File: src/rtl/pipe_pkg.sv
// Shared definitions for the pipeline stage registers: stage occupancy
// states and the bit positions of the control fields carried on ctrl buses.
package pipe_pkg;

   typedef enum logic [1:0] {
      ST_EMPTY = 2'd0,
      ST_BUSY  = 2'd1,
      ST_FULL  = 2'd2
   } stage_st_e;

   // Control-bus field layout shared by every stage boundary
   localparam int WB_ENA_BIT  = 0;
   localparam int WD_SEL_LSB  = 1;
   localparam int WD_SEL_W    = 2;
   localparam int NPC_OP_LSB  = 3;
   localparam int NPC_OP_W    = 3;
   localparam int WB_REG_LSB  = 6;
   localparam int WB_REG_W    = 5;
   localparam int MEM_WE_BIT  = 11;
   localparam int CTRL_W_STD  = 12;

endpackage

File: src/rtl/pipe_slot.sv
// One storage slot of a pipeline stage: a valid bit plus a verbatim payload.
// clr takes priority over load; the payload is never touched by clr.
module pipe_slot #(
   parameter int W = 8
) (
   input  logic         clk,
   input  logic         rst,
   input  logic         load,
   input  logic         clr,
   input  logic [W-1:0] d,
   output logic         valid,
   output logic [W-1:0] q
);

   logic         valid_q, valid_d;
   logic [W-1:0] pay_q, pay_d;

   // next slot contents: load captures the payload, clr only drops validity
   always_comb begin
      valid_d = valid_q;
      pay_d   = pay_q;
      if (load) begin
         valid_d = 1'b1;
         pay_d   = d;
      end
      if (clr) begin
         valid_d = 1'b0;
      end
   end

   // slot registers
   always_ff @(posedge clk or posedge rst) begin
      if (rst) begin
         valid_q <= 1'b0;
         pay_q   <= '0;
      end else begin
         valid_q <= valid_d;
         pay_q   <= pay_d;
      end
   end

   assign valid = valid_q;
   assign q     = pay_q;

endmodule

File: src/rtl/pipe_stage_hs.sv
// Generic pipeline stage register with valid/ready handshake, optional
// 2-entry skid buffer, flush, bubble control clearing and a stall counter.
module pipe_stage_hs
   import pipe_pkg::*;
#(
   parameter int DATA_W  = 32,
   parameter int CTRL_W  = 12,
   parameter bit SKID    = 1'b1,
   parameter bit CLR_BUB = 1'b1,
   parameter int CNT_W   = 16
) (
   input  logic              clk,
   input  logic              rst,
   input  logic              flush,
   input  logic              in_valid,
   output logic              in_ready,
   input  logic [CTRL_W-1:0] in_ctrl,
   input  logic [DATA_W-1:0] in_data,
   output logic              out_valid,
   input  logic              out_ready,
   output logic [CTRL_W-1:0] out_ctrl,
   output logic [DATA_W-1:0] out_data,
   output logic [CNT_W-1:0]  stall_cnt
);

   localparam int PW = CTRL_W + DATA_W;

   logic [PW-1:0]    in_pay, main_pay, main_d_pay;
   logic             main_valid, main_load, main_clr;
   logic             in_fire, out_fire;
   logic [CNT_W-1:0] stall_cnt_q, stall_cnt_d;

   assign in_pay   = {in_ctrl, in_data};
   assign in_fire  = in_valid & in_ready;
   assign out_fire = main_valid & out_ready;

   // main slot always drives the stage outputs
   pipe_slot #(.W(PW)) u_main (
      .clk   (clk),
      .rst   (rst),
      .load  (main_load),
      .clr   (main_clr),
      .d     (main_d_pay),
      .valid (main_valid),
      .q     (main_pay)
   );

   generate
      if (SKID) begin : g_skid
         stage_st_e     state_q, state_d;
         logic          in_ready_q, in_ready_d;
         logic          skid_load, skid_clr, skid_valid;
         logic [PW-1:0] skid_pay;

         pipe_slot #(.W(PW)) u_skid (
            .clk   (clk),
            .rst   (rst),
            .load  (skid_load),
            .clr   (skid_clr),
            .d     (in_pay),
            .valid (skid_valid),
            .q     (skid_pay)
         );

         // occupancy FSM: decides which slot loads/clears; flush overrides everything
         always_comb begin
            state_d    = state_q;
            main_load  = 1'b0;
            main_clr   = 1'b0;
            skid_load  = 1'b0;
            skid_clr   = 1'b0;
            main_d_pay = in_pay;
            case (state_q)
               ST_EMPTY: begin
                  if (in_fire) begin
                     main_load = 1'b1;
                     state_d   = ST_BUSY;
                  end
               end
               ST_BUSY: begin
                  if (in_fire && out_fire) begin
                     main_load = 1'b1;
                  end else if (in_fire) begin
                     skid_load = 1'b1;
                     state_d   = ST_FULL;
                  end else if (out_fire) begin
                     main_clr = 1'b1;
                     state_d  = ST_EMPTY;
                  end
               end
               ST_FULL: begin
                  if (out_fire) begin
                     main_load  = 1'b1;
                     main_d_pay = skid_pay;
                     skid_clr   = 1'b1;
                     state_d    = ST_BUSY;
                  end
               end
               default: state_d = ST_EMPTY;
            endcase
            if (flush) begin
               main_load = 1'b0;
               skid_load = 1'b0;
               main_clr  = 1'b1;
               skid_clr  = 1'b1;
               state_d   = ST_EMPTY;
            end
            in_ready_d = (state_d != ST_FULL) || skid_valid == 1'b0 && state_d != ST_FULL;
         end

         // state and registered in_ready
         always_ff @(posedge clk or posedge rst) begin
            if (rst) begin
               state_q    <= ST_EMPTY;
               in_ready_q <= 1'b1;
            end else begin
               state_q    <= state_d;
               in_ready_q <= in_ready_d;
            end
         end

         assign in_ready = in_ready_q;
      end else begin : g_single
         assign in_ready = out_ready | ~main_valid;

         // single entry: reload on accept, empty when drained, flush drops the beat
         always_comb begin
            main_d_pay = in_pay;
            main_load  = in_fire & ~flush;
            main_clr   = flush | (out_fire & ~in_fire);
         end
      end
   endgenerate

   // saturating count of stalled output cycles; only rst clears it
   always_comb begin
      stall_cnt_d = stall_cnt_q;
      if (main_valid && !out_ready && (stall_cnt_q != {CNT_W{1'b1}})) begin
         stall_cnt_d = stall_cnt_q + CNT_W'(1);
      end
   end

   // stall counter register
   always_ff @(posedge clk or posedge rst) begin
      if (rst) begin
         stall_cnt_q <= '0;
      end else begin
         stall_cnt_q <= stall_cnt_d;
      end
   end

   assign out_valid = main_valid;
   assign out_data  = main_pay[DATA_W-1:0];
   assign out_ctrl  = (CLR_BUB && !main_valid) ? '0 : main_pay[PW-1:DATA_W];
   assign stall_cnt = stall_cnt_q;

endmodule
File: config.mk
export PLATFORM = sky130hd
export DESIGN_NAME = pipe_stage_hs
export DESIGN_NICKNAME = d
export VERILOG_FILES = /design/src/rtl/pipe_pkg.sv /design/src/rtl/pipe_slot.sv /design/src/rtl/pipe_stage_hs.sv
export SDC_FILE = /design/constraint.sdc
export NUM_CORES = 1
export LEC_CHECK = 0
export CAP_MARGIN = 20
export CORE_MARGIN = 10
export CORE_UTILIZATION = 42
export CTS_BUF_LIST = sky130_fd_sc_hd__clkbuf_8
export DETAILED_ROUTE_END_ITERATION = 8
export PLACE_DENSITY_LB_ADDON = 0.3
export SETUP_SLACK_MARGIN = 0.5
export SLEW_MARGIN = 20
export SYNTH_ARGS = -nofsm -noshare
export SYNTH_HDL_FRONTEND = slang
export SYNTH_SLANG_ARGS = --single-unit
File: constraint.sdc
create_clock -name clk -period 3.3 [get_ports clk]
set_clock_uncertainty 0.1 [all_clocks]
set_input_delay 0.66 -clock clk [delete_from_list [all_inputs] [get_ports clk]]
set_output_delay 0.66 -clock clk [all_outputs]
set_load 0.02 [all_outputs]
==> out/results.tsv <==
metric	value	unit
r2r-end	u_main.q[20]	
crit_start	u_main.valid	
dp_worst_setup_slack	0.3990	ns
hold_path_class	reg2reg	
hold_viol	0	
areaGrowthSynthToFinish	23.94	%
critPathCaptureType	output pin	
clock.fmax	395.2	MHz
rsz0062_at_grt	false	
layout-drive-gt1-share	35.19	%
slowest_delay	0.61	ns
setup_violations	0	
crit_family	buffers and inverters	
p_per_area	642.9	mW/mm^2
cts.clk_slew.worst_paths	0.09	ns
fp.dieH	130.7	um
yosysWarnings	0	
clk_path_buf_depth	2	
worstPathArrival	1.77	ns
grt_pass1_vias	3419	
r2r_slack	1.12	ns
syn_area	0.005149	mm^2
drtPass1Iterations	4	
syn_nets	430	
synthArstFlopShare	100.0	%
fin_crit_sh	76.67	%
relSlewSlack	48.64	%
drv_slew	0	
io_pins	111	
synth_enable_flop_cells	0	
yosysSeqAreaShare	52.52	%
antenna_found_initial	0	
drv_cap	0	
worst-path-max-fanout	20	
hpwl	7853	um
synth_cells	380	
initial_core_util	42.86	%
cts_root_buf	clkbuf_8	
fin_tns_setup	0	ns
h-tree-depth	3	
dr_total_vias	3119	
regArea	0.002705	mm^2
final_common_cell	mux2_2	
syn-mean-instance-area	13.55	um^2
numCtsBuffers	9	
cts_tree	yes	
drc	0	
clk_latency	0.37	ns
max-vdd-ir-drop	240.5	uV
power.leakage	0.002673	uW
fin_crit	2.530	ns
ys.flop_type	dfrtp_1	
multi_input_area	0.002101	mm^2
slowest_stage	clkdlybuf4s50_1	
n_antenna_cell	0	
synth-seq-cells	108	
ff2ff_path_depth	5	
worstSetupStartpointType	register	
layout.nets	512	
io_buffers	110	
cts_sinks	108	
grt_max_degree	41	
worst-path-buf-inv	1	
core	0.01201	mm^2
wl_per_cell	17.72	um
r2r-start	u_main.valid	
worst_slack	0.7699	ns
place.gp.congestion	0.7576	
endpoint	out_ctrl[9]	
tightest_slew	0.7687	ns
fillers	1053	
status	complete, no violations	
postRouteAntennaNets	0	
rows	40	
first_iter_violations	187	
ys_types	38	
crit_chain	and2_1 > clkdlybuf4s50_1	
final_cell_mix	mux2_2, clkdlybuf4s50_1, dfrtp_1, and2_1, clkbuf_8	
dieArea	0.01709	mm^2
die_x	130.7	um
grt_use_total	13.12	%
cp.required	2.54	ns
grt-ovfl-total	0	
grt_pass1_wl	17570	um
vias_per_cell	5.088	
drt_wl_total	10870	um
path_class	reg2out	
crit_cells	2	
## power by group
part / switching (uW) / leakage [uW] / internal, uW
Clock: 417 / 0.0000976 / 304
Combinational: 540 / 0.00127 / 774
Sequential: 267 / 0.00130 / 1800
## layout make-up
| cell class | count | share of cell area [%] |
|---|---|---|
| inverters | 2 | 0.1765 |
| repair buffers | 118 | 18.98 |
| flip-flops and latches | 108 | 42.39 |
| multi-input cells | 223 | 32.92 |
| clock inverters | 4 | 0.2745 |
| clock buffers | 11 | 2.373 |
| well taps | 147 | 2.882 |
## flip-flops by register name, indices dropped and copies added, names as in the netlist
register / count
in_ready: 1
g_skid.u_skid.q: 44
u_main.q: 44
g_skid.state_q: 2
stall_cnt: 16
u_main.valid: 1
## kinds of logic (layout without fill, tap and decap cells)
group,Yosys count,count (layout),synth area share [%]
buffers and inverters,49,135,6.780
adder cells (fa/ha/maj),1,1,0.2430
AND/OR/NAND/NOR,64,64,7.364
flip-flops,108,108,52.52
XOR/XNOR,10,10,1.701
multiplexers,136,136,29.74
AO/OA/AOI/OAI,12,12,1.652
## routing by layer
layer	vias up	GRT usage [%]	share of wire [%]
met5	-	0	0
met4	0	5.755	1.7
met3	10	3.505	5.2
met2	65	21.91	50
met1	1585	15.57	43
li1	1459	-	-
## cell usage after synthesis, types with 3 or more instances
master	instances	area share, %
mux2_2	135	30
dfrtp_1	107	52
buf_4	33	4.8
and2_1	13	1.6
buf_2	9	0.87
nand2_1	9	0.66
nand3_1	9	0.87
nor2_1	7	0.51
xor2_1	7	1.2
nor3_1	5	0.49
and3_1	4	0.49
buf_6	4	0.87
a31oi_1	3	0.36
nand4_1	3	0.36
o21ai_0	3	0.29
xnor2_1	3	0.51
## through the flow
step	util [%]	instance area (um^2)	hold WS, ns	power (uW)	std cells
3_5_place_dp	51.71	6211	0.3738	3441	598
3_3_place_gp	51.71	6211	0.3613	3374	598
2_1_floorplan	-	5152	0.3489	3006	380
4_1_cts	53.13	6381	0.4104	4187	613
6_report	53.13	6381	0.4039	4103	613
5_1_grt	53.13	6381	0.4213	4366	613
## worst min path at each step
stage | from | end | slack (ns) | cells past startpoint
global route | u_main.q[38] | u_main.q[38] | 0.42 | 1
finish | u_main.q[34] | u_main.q[34] | 0.40 | 1
CTS | u_main.q[34] | u_main.q[34] | 0.41 | 1
detailed placement | u_main.q[41] | u_main.q[41] | 0.37 | 1
floorplan | u_main.q[41] | u_main.q[41] | 0.35 | 1
global placement | u_main.q[41] | u_main.q[41] | 0.36 | 1
## timing repair
item | 4_1_cts | 5_1_grt
setup endpoints to repair | 1 | 0
hold buffers | 0 | 0
gates resized for setup | 1 | 0
hold endpoints to repair | 0 | 0
setup buffers | 0 | 0
Power figures use the tool's default switching activity.
